[config.mk]
export PLATFORM = sky130hd
export DESIGN_NAME = uart_tx_arbiter
export DESIGN_NICKNAME = d
export VERILOG_FILES = /design/src/rtl/uart_tx_arbiter.sv
export SDC_FILE = /design/constraint.sdc
export NUM_CORES = 1
export LEC_CHECK = 0
export ABC_AREA = 1
export CAP_MARGIN = 20
export CORE_ASPECT_RATIO = 1.2
export CORE_MARGIN = 5
export CORE_UTILIZATION = 55
export CTS_BUF_LIST = sky130_fd_sc_hd__clkbuf_16
export CTS_CLUSTER_DIAMETER = 60
export DETAILED_ROUTE_END_ITERATION = 16
export DONT_BUFFER_PORTS = 1
export PLACE_DENSITY_LB_ADDON = 0.05
export SETUP_SLACK_MARGIN = 0.02
export SYNTH_ARGS = -nofsm -noshare
export SYNTH_HDL_FRONTEND = slang
export SYNTH_SLANG_ARGS = --single-unit
[constraint.sdc]
create_clock -name clk -period 1.8 [get_ports clk]
set_input_delay 0.18 -clock clk [delete_from_list [all_inputs] [get_ports clk]]
set_output_delay 0.18 -clock clk [all_outputs]
set_load 0.005 [all_outputs]
[src/rtl/uart_tx_arbiter.sv]
// Round-robin arbiter that shares one UART transmitter among N byte producers.
// Optional grant locking is compiled in with `define UART_ARB_LOCK_EN.
module uart_tx_arbiter #(
  parameter int N     = 4,
  parameter int PTR_W = 2
) (
  input  logic           clk,
  input  logic           rst,
  input  logic [N-1:0]   req,
  input  logic [8*N-1:0] req_data,
  input  logic [N-1:0]   req_lock,
  output logic [N-1:0]   ack,
  output logic [N-1:0]   grant,
  output logic           busy,
  output logic           tx_en,
  output logic [7:0]     tx_data,
  input  logic           tx_rdy
);

  typedef enum logic [1:0] {
    IDLE  = 2'd0,
    ISSUE = 2'd1,
    WAIT  = 2'd2
  } state_e;

  localparam logic [PTR_W-1:0] PTR_RST = PTR_W'(N - 1);

  state_e           state_q, state_d;
  logic [PTR_W-1:0] ptr_q, ptr_d;
  logic [N-1:0]     grant_q, grant_d;
  logic [N-1:0]     ack_q, ack_d;
  logic             tx_en_q, tx_en_d;
  logic [7:0]       tx_data_q, tx_data_d;

  logic [7:0]       req_bytes [N];
  logic [PTR_W-1:0] rr_idx;
  logic [PTR_W-1:0] cand;
  logic [PTR_W-1:0] win_idx;
  logic             lock_hit;

  for (genvar i = 0; i < N; i++) begin : g_bytes
    assign req_bytes[i] = req_data[8*i +: 8];
  end

  // Walk from farthest to nearest so the first requester after ptr wins.
  always_comb begin
    rr_idx = ptr_q;
    cand   = ptr_q;
    for (int k = N; k >= 1; k--) begin
      cand = PTR_W'((int'(ptr_q) + k) % N);
      if (req[cand]) begin
        rr_idx = cand;
      end
    end
  end

`ifdef UART_ARB_LOCK_EN
  logic lock_q, lock_d;

  // Lock is sampled when the owner's byte is taken and dropped once the
  // owner stops requesting; a locked re-grant leaves ptr where it is.
  always_comb begin
    lock_d = lock_q;
    if (state_q == ISSUE && !tx_rdy) begin
      lock_d = |(req_lock & grant_q);
    end else if (state_q == IDLE && !req[ptr_q]) begin
      lock_d = 1'b0;
    end
  end

  always_ff @(posedge clk or posedge rst) begin
    if (rst) begin
      lock_q <= 1'b0;
    end else begin
      lock_q <= lock_d;
    end
  end

  assign lock_hit = lock_q && req[ptr_q];
`else
  logic unused_lock;
  assign unused_lock = ^req_lock;
  assign lock_hit    = 1'b0;
`endif

  assign win_idx = lock_hit ? ptr_q : rr_idx;

  always_comb begin
    state_d   = state_q;
    ptr_d     = ptr_q;
    grant_d   = grant_q;
    ack_d     = '0;
    tx_en_d   = tx_en_q;
    tx_data_d = tx_data_q;
    unique case (state_q)
      IDLE: begin
        if (tx_rdy && (req != '0)) begin
          tx_data_d = req_bytes[win_idx];
          grant_d   = N'(1) << win_idx;
          tx_en_d   = 1'b1;
          ptr_d     = win_idx;
          state_d   = ISSUE;
        end
      end
      ISSUE: begin
        if (!tx_rdy) begin
          tx_en_d = 1'b0;
          ack_d   = grant_q;
          state_d = WAIT;
        end
      end
      WAIT: begin
        if (tx_rdy) begin
          grant_d = '0;
          state_d = IDLE;
        end
      end
      default: begin
        state_d = IDLE;
      end
    endcase
  end

  always_ff @(posedge clk or posedge rst) begin
    if (rst) begin
      state_q   <= IDLE;
      ptr_q     <= PTR_RST;
      grant_q   <= '0;
      ack_q     <= '0;
      tx_en_q   <= 1'b0;
      tx_data_q <= 8'h00;
    end else begin
      state_q   <= state_d;
      ptr_q     <= ptr_d;
      grant_q   <= grant_d;
      ack_q     <= ack_d;
      tx_en_q   <= tx_en_d;
      tx_data_q <= tx_data_d;
    end
  end

  assign ack     = ack_q;
  assign grant   = grant_q;
  assign busy    = (state_q != IDLE);
  assign tx_en   = tx_en_q;
  assign tx_data = tx_data_q;

endmodule

==> reports/results.txt, run 1 <==
syn avg cell area = 6.95 sq um
GR peak layer = met2
fmax = 527 MHz
global-route wire length before repair = 5890 um
Starting Density = 0.557
die width = 58.0 um
clk buf depth = 2
Initial DRT Pass Iterations = 4
Ant. Diodes = 0
Setup crit end kind = flip-flop
drt drc = 0
post-layout min period = 1.90 ns
status = finished with violations
number of setup violations in the final report = 13
post-synthesis sequential area ratio = 0.347
M1 GR Usage = 0.207
Post-Route Skew = 0.00296 ns
1st-iter DRT viols = 63
Layout area overhead = 31.8%
Multi-input gate area = 926 sq um
Synth Instances = 219
Worst-Skew Late Latency = 0.25 ns
synth unique cells = 27
Top FF cell, synth = dfrtp_1
TritonCTS clock tree = yes
Slew @ Worst Pin = 0.781 ns
DIE AREA = 3920 sq um
Synth async-reset ratio = 1.00
FP Rows = 21
final global-route overflow total = 0
crit share post-route = 1.05
final setup margin = -0.0960 ns
relative slew slack = 0.479
failing checks = negative setup slack
Post-DP HPWL = 2660 um
register area = 528 sq um
Final Hold Vio Count = 0
core area = 2730 sq um
crit path launch type = flip-flop
FILL cells = 221
GRT Overall Usage = 0.189
vias in the first global route = 1,441
Syn Std Cell Area = 1520 sq um
final wirelength = 3890 um
final layout net count = 287
antenna violations before repair = 0
Port Buffers = 0
PD cells = 2560 nW/um^2
post-route ant nets = 0
CTS Sinks = 21
GR Layer Usage met3 = 0.0574
layout cells sized above 1 = 0.346
largest net degree at the start of global routing = 22
Slew Limit Fails = 0
post-synthesis register bit count = 21
CP max FO = 17
Peak VDD IR = 0.00194 V
Leak = 0.00112 uW
I/O pin count = 61
grt met2 use = 0.366
total number of vias = 1,405
dpl ws = -0.127 ns
Synth warnings = 0
Clock Root Buffer = clkbuf_16
number of flops mapped to enable cells by yosys = 0
gpl congestion = 0.811
HP Class = input pin to flip-flop
number of H-tree levels = 1
total negative slack = -0.899 ns
Die Span Y = 67.6 um
MaxCap Viol Count = 0
CTS buffer count = 3
critical path required time = 1.94 ns
CP Data Arrival Time = 2.04 ns
net count after synthesis = 262
wire length per cell = 14.0 um
Layout Utilization = 0.734
Clk pin slew, worst setup/hold paths = 0.06 ns
crit path kind = flip-flop to flip-flop
RSZ-0062 raised after global routing = true
vias per cell = 5.07
-- power by group --
| group | switching (uW) | internal (uW) | leakage [uW] |
|---|---|---|---|
| combinational | 2160 | 1690 | 0.000816 |
| clock | 158 | 298 | 0.0000409 |
| sequential | 149 | 668 | 0.000265 |
| total | 2470 | 2650 | 0.00112 |
-- critical path, cell delays in order (launching register included) --
cell and delay (ns):
dfstp_2 0.55, buf_2 0.15, nand2_1 0.10, nand2_4 0.09
nand2_2 0.05, nand2_2 0.09, nand2_4 0.07, nand3_4 0.15
buf_12 0.17, nand3_1 0.10, nand3_2 0.08, nand2_1 0.07
nand2_1 0.06, nand2_1 0.05
-- kinds of logic (layout without fill, tap and decap cells) --
group                  count (synthesis)  after routing  share of synthesized area
AND/OR/NAND/NOR                      142            143                      0.473
AO/OA/AOI/OAI                         13             13                     0.0469
flip-flops                            21             21                      0.347
buffers and inverters                 43             66                      0.133
-- routing by layer --
metal | vias up | share of wire
li1 | 714 | -
met5 | - | 0
met3 | 4 | 0.057
met1 | 650 | 0.39
met4 | 0 | 0.0057
met2 | 37 | 0.55
-- synthesized netlist by cell type (3+ instances only) --
library cell | count | area, sq um
a21oi_1 | 3 | 15.0
dfrtp_1 | 19 | 475
inv_1 | 31 | 116
inv_2 | 3 | 11.3
nand2_1 | 85 | 319
nand2_2 | 7 | 43.8
nand2_4 | 10 | 113
nand3_1 | 19 | 95.1
nand3_2 | 8 | 80.1
nor2_1 | 9 | 33.8
o21ai_0 | 3 | 15.0
o21ai_1 | 3 | 15.0
-- path summary, 6_finish.rpt --
check                            from          to  slack, ns  depth (start not counted)
max                          ptr_q[0]  tx_data[5]       -0.1                         13
min                            tx_rdy    grant[1]       0.13                          3
max reg2reg                  ptr_q[0]  tx_data[5]       -0.1                         13
min reg2reg                tx_data[2]  tx_data[2]       0.52                          2
max in group asynchronous         rst  state_q[0]       0.79                          2
min in group asynchronous         rst       tx_en       0.52                          2
-- through the flow --
step | area [sq um] | instances | total power (uW) | hold WS [ns]
after detailed placement | 1590 | 258 | 3450 | 0.246
after floorplan | 1520 | 219 | 2970 | 0.155
after global routing | 2010 | 277 | 5540 | 0.156
after global placement | 1590 | 258 | 3400 | 0.238
final | 2010 | 277 | 5120 | 0.133
after CTS | 1750 | 267 | 4150 | 0.127
-- registers in the layout, indices dropped and copies added (netlist names) --
register and count:
ptr_q 2, grant 4, ack 4, tx_data 8, tx_en 1, state_q 2
-- cell type report --
class	count	share of cell area
inverter	36	0.0749
tap	34	0.0212
timing repair buffer	25	0.137
clock buffer	3	0.0374
timing repair inverter	1	0.00250
clock inverter	1	0.00250
multi-input combinational	156	0.462
sequential	21	0.263
-- what timing repair did --
item	in CTS	in global routing
hold buffers	2	0
endpoints found under the hold margin	20	0
pin swaps	0	10
cloned	0	3
setup buffers	3	7
gates resized for setup	7	34
setup endpoints to repair	11	13
-- cell usage in the layout, fill, tap and decap left out, types with 4 or more instances in the layout --
master / n
nand2_4: 13
dfrtp_1: 19
buf_12: 5
nand2_1: 71
nand3_1: 15
nand2_2: 16
nor2_1: 9
buf_4: 15
clkbuf_16: 4
nand3_2: 12
inv_1: 31
No activity file was read; power rests on OpenSTA's default activity.
==> inputs of run 2 (changes only) <==
- GPL_TIMING_DRIVEN: not set -> 0
==> reports/results.txt, run 2 (synthesized netlist as in run 1, its figures left out) <==
critical path startpoint = ptr_q[0]
CP Data Arrival Time = 2.05 ns (about the same)
max FFs per register = 8 (unchanged)
Clk pin slew, worst setup/hold paths = 0.06 ns (about the same)
register area = 528 sq um (unchanged)
antenna violations before repair = 0 (unchanged)
Die Span Y = 67.6 um (unchanged)
status = finished with violations
Placed Cells = 253 (-1.9%)
crit share post-route = 1.06 (+0.0114)
Layout Utilization = 0.748 (+0.0137)
crit path launch type = flip-flop
Starting Density = 0.557 (unchanged)
Final Instance Area = 2040 sq um (+1.9%)
Setup crit end kind = flip-flop
total number of vias = 1,437 (+2.3%)
failing checks = negative setup slack
FILL cells = 222 (+0.45%)
R2R depth = 15 (+2)
die width = 58.0 um (unchanged)
post-route ant nets = 0 (unchanged)
final global-route overflow total = 0 (unchanged)
Ant. Diodes = 0 (unchanged)
Hold Path Sink = grant[1]
TritonCTS clock tree = yes
I/O pin count = 61 (unchanged)
Port Buffers = 0 (unchanged)
met2 wire length = 2240 um (+4.3%)
Clock Root Buffer = clkbuf_16
final setup margin = -0.117 ns (-0.0206 ns)
RSZ-0062 raised after global routing = true
1st-iter DRT viols = 66 (+4.8%)
Final Hold Vio Count = 0 (unchanged)
DRT met1 WL = 1530 um (+2.2%)
Crit Reg-Reg Startpoint = ptr_q[0]
Post-DP HPWL = 2740 um (+3.3%)
critical path required time = 1.94 ns (about the same)
Post-Route Skew = 0.00163 ns (-0.00133 ns)
worst r2r dst = tx_data[6]
fmax = 522 MHz (-1.1%)
total power = 5350 uW (+4.5%)
Slew @ Worst Pin = 0.784 ns (+0.00361 ns)
crit path kind = flip-flop to flip-flop
Leak = 0.00113 uW (+0.35%)
core area = 2730 sq um (unchanged)
layout cells sized above 1 = 0.348 (+0.00268)
gpl congestion = 0.802 (-1.1%)
final non-filler cell total = 278 (+0.36%)
number of setup violations in the final report = 11 (-2)
Layout area overhead = 34.3%
largest net degree at the start of global routing = 22 (unchanged)
highest metal used = met4
Multi-input gate area = 941 sq um (+1.6%)
number of H-tree levels = 1 (unchanged)
DIE AREA = 3920 sq um (unchanged)
drt drc = 0 (unchanged)
commonest non-fill, non-tap cells in the layout = 67 x nand2_1, 31 x inv_1, 19 x dfrtp_1
Slew Limit Fails = 0 (unchanged)
relative slew slack = 0.477 (-0.00241)
GRT Overall Usage = 0.217 (+0.0279)
R2R Setup Slk = -0.12 ns (-0.02 ns)
met3 wire len = 254 um (+14%)
hold path depth = 3 (unchanged)
CTS buffer count = 3 (unchanged)
final wirelength = 4070 um (+4.5%)
vias per cell = 5.17 (+1.9%)
CTS Sinks = 21 (unchanged)
wire length per cell = 14.6 um (+4.1%)
FP Rows = 21 (unchanged)
HP Class = input pin to flip-flop
placed cell areas = 1560 sq um (-1.9%)
commonest non-fill, non-tap cell in the layout = nand2_1
global-route wire length before repair = 6600 um (+12%)
Worst-Skew Late Latency = 0.25 ns (about the same)
dpl ws = -0.178 ns (-0.0506 ns)
post-layout min period = 1.92 ns (+0.0206 ns)
Initial DRT Pass Iterations = 4 (unchanged)
clk buf depth = 2 (unchanged)
final layout net count = 288 (+0.35%)
CP max FO = 10 (-7)
vias in the first global route = 1,521 (+5.6%)
Peak VDD IR = 0.00192 V (-0.78%)
hold path startpoint = tx_rdy
MaxCap Viol Count = 0 (unchanged)
PD cells = 2620 nW/um^2 (+2.6%)
[run 2: cell count changes in the layout (fill, tap and decap cells not counted), sizes merged]
cell	before	now
buf	22	24
clkinv	3	2
inv	35	36
nand2	103	102
[run 2: final cells by class]
type	instances	area share
repair buffers	20	0.105
plain buffers	7	0.0392
repair inverters	1	0.00429
clock buffers	3	0.0367
multi-input cells	155	0.461
clock inverters	1	0.00245
inverters	36	0.0723
flip-flops and latches	21	0.258
well taps	34	0.0208
[run 2: power by group]
part	internal (uW)	switching [uW]	leakage, uW	total [uW]
logic	1800	2270	0.000820	4060
registers	668	160	0.000265	828
clock network	298	164	0.0000409	461
[run 2: metrics by stage]
step	hold slack [ns]	setup TNS [ns]
after global routing	0.145	-2.18
after global placement	0.237	-0.821
after CTS	0.116	-0.737
after detailed placement	0.249	-1.48
after floorplan	0.155	0
final	0.126	-0.858
[run 2: critical path, stage by stage, from the launching register on]
cell and delay, ns:
dfstp_2 0.57, buf_12 0.11, buf_16 0.10, nand2_1 0.05
nand2_2 0.07, nand2_1 0.06, nand2_1 0.06, inv_2 0.07
buf_4 0.15, nand3_4 0.09, nand2_8 0.08, buf_6 0.15
nand2_1 0.08, nand2_2 0.06, nand2_2 0.06, nand2_1 0.05
[run 2: routing by layer]
metal	vias to the layer above	global-route usage
li1	717	-
met3	6	0.0631
met5	-	0
met1	671	0.227
met2	43	0.421
met4	0	0.0522
[run 2: how the worst max path moves through the flow]
stage	slack, ns	cells after the start	end
2_1_floorplan	0.06	17	tx_data[0]
3_3_place_gp	-0.11	17	tx_data[5]
3_5_place_dp	-0.18	15	tx_data[5]
4_1_cts	-0.12	17	tx_data[7]
5_1_grt	-0.23	17	tx_data[3]
6_report	-0.12	15	tx_data[6]
[run 2: what timing repair did]
item                                    in CTS  in global routing
setup buffers                               14                  3
pin swaps                                   17                 19
gates cloned                                 2                  1
endpoints found under the setup margin      12                 16
hold buffers                                 2                  0
hold endpoints to repair                    20                  0
resized for setup                           23                 30
==> inputs of run 3 (changes only) <==
- REMOVE_ABC_BUFFERS: not set -> 1
==> reports/results.txt, run 3 (synthesized netlist as in run 1, its figures left out) <==
status = finished with violations
failing checks = negative setup slack
Peak VDD IR = 0.00185 V (-3.9%)
Slew Limit Fails = 0 (unchanged)
critical path required time = 2.00 ns (+0.06 ns)
final wirelength = 4240 um (+4.3%)
total negative slack = -1.01 ns (-0.156 ns)
FILL cells = 222 (unchanged)
Initial DRT Pass Iterations = 4 (unchanged)
number of H-tree levels = 1 (unchanged)
RSZ-0062 raised after global routing = true
commonest non-fill, non-tap cell in the layout = nand2_1
crit share post-route = 1.06 (-0.00266)
DIE AREA = 3920 sq um (unchanged)
final setup margin = -0.112 ns (+0.00479 ns)
drt drc = 0 (unchanged)
Layout area overhead = 30.8%
post-layout min period = 1.91 ns (-0.00479 ns)
CP Data Arrival Time = 2.11 ns (+0.06 ns)
largest net degree at the start of global routing = 22 (unchanged)
placed cell areas = 1510 sq um (-3.5%)
fmax = 523 MHz (+0.25%)
Multi-input gate area = 1010 sq um (+7.6%)
vias per cell = 5.48 (+6.0%)
MaxCap Viol Count = 0 (unchanged)
Worst-Skew Late Latency = 0.26 ns (about the same)
relative slew slack = 0.481 (+0.00438)
register area = 528 sq um (unchanged)
crit path launch type = flip-flop
Final Hold Vio Count = 0 (unchanged)
max FFs per register = 8 (unchanged)
number of setup violations in the final report = 13 (+2)
Sw Pwr = 2700 uW (+4.3%)
I/O pin count = 61 (unchanged)
final layout net count = 287 (-0.35%)
CTS buffer count = 3 (unchanged)
clk buf depth = 2 (unchanged)
wire length per cell = 15.3 um (+4.7%)
crit path kind = flip-flop to flip-flop
Post-DP HPWL = 2500 um (-8.9%)
core area = 2730 sq um (unchanged)
Leak = 0.00110 uW (-2.1%)
CTS Sinks = 21 (unchanged)
clock network power share = 0.092 (+0.006)
Starting Density = 0.557 (unchanged)
Ant. Diodes = 0 (unchanged)
Setup crit end kind = flip-flop
Post-Route Skew = 0.00113 ns (-0.000498 ns)
gpl congestion = 0.830 (+3.5%)
Int Pwr = 2410 uW (-13%)
GRT Overall Usage = 0.232 (+0.0149)
PD cells = 2570 nW/um^2 (-2.0%)
HP Class = input pin to flip-flop
vias in the first global route = 1,625 (+6.8%)
FP Rows = 21 (unchanged)
Final Instance Area = 1990 sq um (-2.6%)
Reg power frac = 0.166 (+0.011)
antenna violations before repair = 0 (unchanged)
CP max FO = 8 (-2)
TritonCTS clock tree = yes
layout cells sized above 1 = 0.362 (+0.0138)
die width = 58.0 um (unchanged)
Sw Share = 0.529 (+0.0450)
Placed Cells = 246 (-2.8%)
final global-route overflow total = 0 (unchanged)
Clk pin slew, worst setup/hold paths = 0.06 ns (about the same)
commonest non-fill, non-tap cells in the layout = 68 x nand2_1, 31 x inv_1, 22 x nand2_2
Die Span Y = 67.6 um (unchanged)
combinational cell fraction of total power = 0.742 (-0.017)
Clock Root Buffer = clkbuf_16
Slew @ Worst Pin = 0.778 ns (-0.00656 ns)
final non-filler cell total = 277 (-0.36%)
1st-iter DRT viols = 56 (-15%)
Port Buffers = 0 (unchanged)
post-route ant nets = 0 (unchanged)
total number of vias = 1,518 (+5.6%)
global-route wire length before repair = 7030 um (+6.6%)
-- run 3: cell types whose count changed in the layout (fill, tap and decap cells not counted), sizes merged --
cell and change:
nand3 +2, buf -7, clkbuf -1, nand2 +5
-- run 3: cell type report --
| cell class | instances | share of cell area |
|---|---|---|
| Clock buffer | 3 | 0.0377 |
| Clock inverter | 1 | 0.00252 |
| Inverter | 36 | 0.0767 |
| Multi-Input combinational cell | 162 | 0.509 |
| Sequential cell | 21 | 0.265 |
| Tap cell | 34 | 0.0214 |
| Timing Repair Buffer | 19 | 0.0843 |
| Timing Repair inverter | 1 | 0.00314 |
-- run 3: path summary, 6_finish.rpt --
| check | start | to | slack (ns) | depth (start not counted) |
|---|---|---|---|---|
| hold / removal | tx_rdy | grant[1] | 0.13 | 3 |
| setup reg to reg | ptr_q[0] | grant[1] | -0.11 | 12 |
| setup / recovery | ptr_q[0] | grant[1] | -0.11 | 12 |
| hold reg to reg | tx_data[3] | tx_data[3] | 0.50 | 2 |
| max in group asynchronous | rst | tx_data[4] | 0.80 | 2 |
| min in group asynchronous | rst | tx_data[3] | 0.52 | 2 |
-- run 3: power by group through the flow --
| stage | combinational (uW) | clock [uW] | sequential (uW) |
|---|---|---|---|
| 6_report | 3790 | 470 | 847 |
| 5_1_grt | 4160 | 496 | 876 |
| 4_1_cts | 3540 | 480 | 848 |
| 3_5_place_dp | 2330 | 0 | 860 |
| 3_3_place_gp | 2260 | 0 | 857 |
| 2_1_floorplan | 1930 | 0 | 811 |
-- run 3: critical path, cell delays in order, from the launching register on --
cell      delay (ns)
dfstp_2         0.64
buf_6           0.13
nand2_2         0.04
nand2_2         0.07
nand2_2         0.06
nand2_2         0.10
clkinv_4        0.11
nand3_4         0.19
nand2_8         0.09
buf_6           0.13
o21ai_2         0.13
nand2_1         0.06
nand2_1         0.07
-- run 3: through the flow --
stage	power (uW)	utilization	hold WS, ns	setup slack (ns)
after floorplan	2740	-	0.155	-0.179
after CTS	4870	0.697	0.117	-0.0776
after global placement	3110	0.550	0.237	-0.786
final	5110	0.728	0.127	-0.112
after detailed placement	3190	0.552	0.247	-0.354
after global routing	5530	0.728	0.157	-0.248
-- run 3: timing repair --
action | 4_1_cts | 5_1_grt
setup endpoints to repair | 15 | 16
pin swaps | 9 | 8
gates resized for setup | 26 | 15
gates cloned | 8 | 0
hold buffers | 2 | 0
buffers inserted | 12 | 5
endpoints found under the hold margin | 20 | 0
-- run 3: metal layers --
metal | global-route usage | wire length [um] | up-vias
met4 | 0.104 | 126 | 0
met2 | 0.422 | 2210 | 66
met3 | 0.0421 | 251 | 12
met5 | 0 | 0 | -
li1 | - | - | 728
met1 | 0.262 | 1660 | 712
==> edit, RTL diff (config.mk and constraints of run 1) <==
`PTR_W`: 2 -> 1.
--- a/src/rtl/uart_tx_arbiter.sv
+++ b/src/rtl/uart_tx_arbiter.sv
@@ -3,5 +3,5 @@
 module uart_tx_arbiter #(
   parameter int N     = 4,
-  parameter int PTR_W = 2
+  parameter int PTR_W = 1
 ) (
   input  logic           clk,
Function: changed (Yosys sat finds a counterexample within 4 cycles, from zero or initial values and one cycle with rst high).
==> edit against run 1 <==
  * Die area is 33% lower
  * Sequential power is 10% lower
  * Worst setup slack better by 0.72 ns
  * Synthesized cell count is 44% lower
  * Cell area is 47% lower
  * Area after synthesis is 39% lower
  * Count of clock-buffer cells in the layout stayed put
  * Global-route usage is 3.2 points lower
  * Sequential cell count is 1 lower
  * Wire length is 52% lower
  * Final cell count is 47% lower
  * Total power is 65% lower
  * Clock power is 30% higher
  * Highest routed layer unchanged
==> edit: results (changes against run 1) <==
dpl cell area 945 um^2 (-41%); WL per Instance 12.8 um (-8.6%); Post-Route WL 1870 um (-52%); Worst Hold Class input pin to flip-flop; met1 WL 769 um (-49%); status completed; Area Growth Syn to Fin 14.6%; Max FO, Critical Path 9 (-8); DP Cell Count 140 (-46%); WP data arrival 1.32 ns (-0.72 ns); Commonest cells post-synth 70 x nand2_1, 19 x dfrtp_1, 8 x nand3_1; hpwl dp 1370 um (-48%); met3 Use GR 3.88% (-1.9 points); gpl congestion 0.733 (-9.7%); delay-heaviest family, CP flip-flops; Via density 5.29 (+4.2%); fraction of layout cells with a size suffix above 1 11.7% (-23 points); initial drt markers 20 (-68%); hold-critical path depth 2 (-1); asr flop ratio synth 100% (unchanged); CTS resizes 0 (-7); max_slew headroom 52.3% (+4.4 points); clock transition at the registers of the reported paths 0.05 ns; FF-to-FF path depth 7 (-6); Largest stage delay, worst path 0.57 ns (+0.02 ns); metal2 WL 911 um (-58%); met3 wire length 175 um (-22%); Min Hold Slack 0.0942 ns (-0.0385 ns); Global Route Usage Sum 15.7% (-3.2 points); synth unique cells 14 (-48%); GRT met1 Usage 18.9% (-1.8 points); crit path launch ptr_q; Mapped Avg Cell Area 7.59 um^2 (+9.2%); clock skew 0.00299 ns (+0.0000255 ns); vias in the first global route 703 (-51%); Filler cells 142 (-36%); Peak VDD IR 0.000896 V (-54%); met2 Usage GRT 24.8% (-12 points); synth top area cells dfrtp_1 51%, nand2_1 28%, nand3_1 4.3%; Min-Delay Endpoint tx_en; Max Freq 847 MHz (+61%); first-pass GRT wire length 2930 um (-50%); sequential area share after synthesis 53.8% (+19 points); Syn Nets 166 (-37%); number of post-CTS setup repair buffers 0 (-3); largest net degree at the start of global routing 21 (-4.5%)
edit: cell count changes in the layout (fill, tap and decap cells not counted), moves of 3 or more:
cell     delta
buf_12      -5
buf_4      -15
inv_1      -27
nand2_2    -14
nand2_4    -12
nand2_8     -3
nand3_1     -7
nand3_2    -12
nor2_1      -3
edit: layout make-up:
type | instances | area share, %
clock buffers | 3 | 7.02
clock inverters | 1 | 2.81
inverters | 8 | 2.81
multi-input cells | 94 | 36.5
flip-flops and latches | 20 | 46.9
well taps | 18 | 2.11
repair buffers | 2 | 1.87
edit: power by group:
group          internal, uW  total (uW)  switching, uW
sequential              603         731            128
combinational           147         458            311
clock                   440         594            153
edit: cells by family (layout without fill, tap and decap cells):
| logic type | after synthesis | in the layout | share of synthesized area [%] |
|---|---|---|---|
| AOI/OAI and AO/OA | 5 | 5 | 3.08 |
| buffers and inverters | 9 | 14 | 4.42 |
| DFF | 20 | 20 | 53.8 |
| and+or+nand+nor | 89 | 89 | 38.7 |
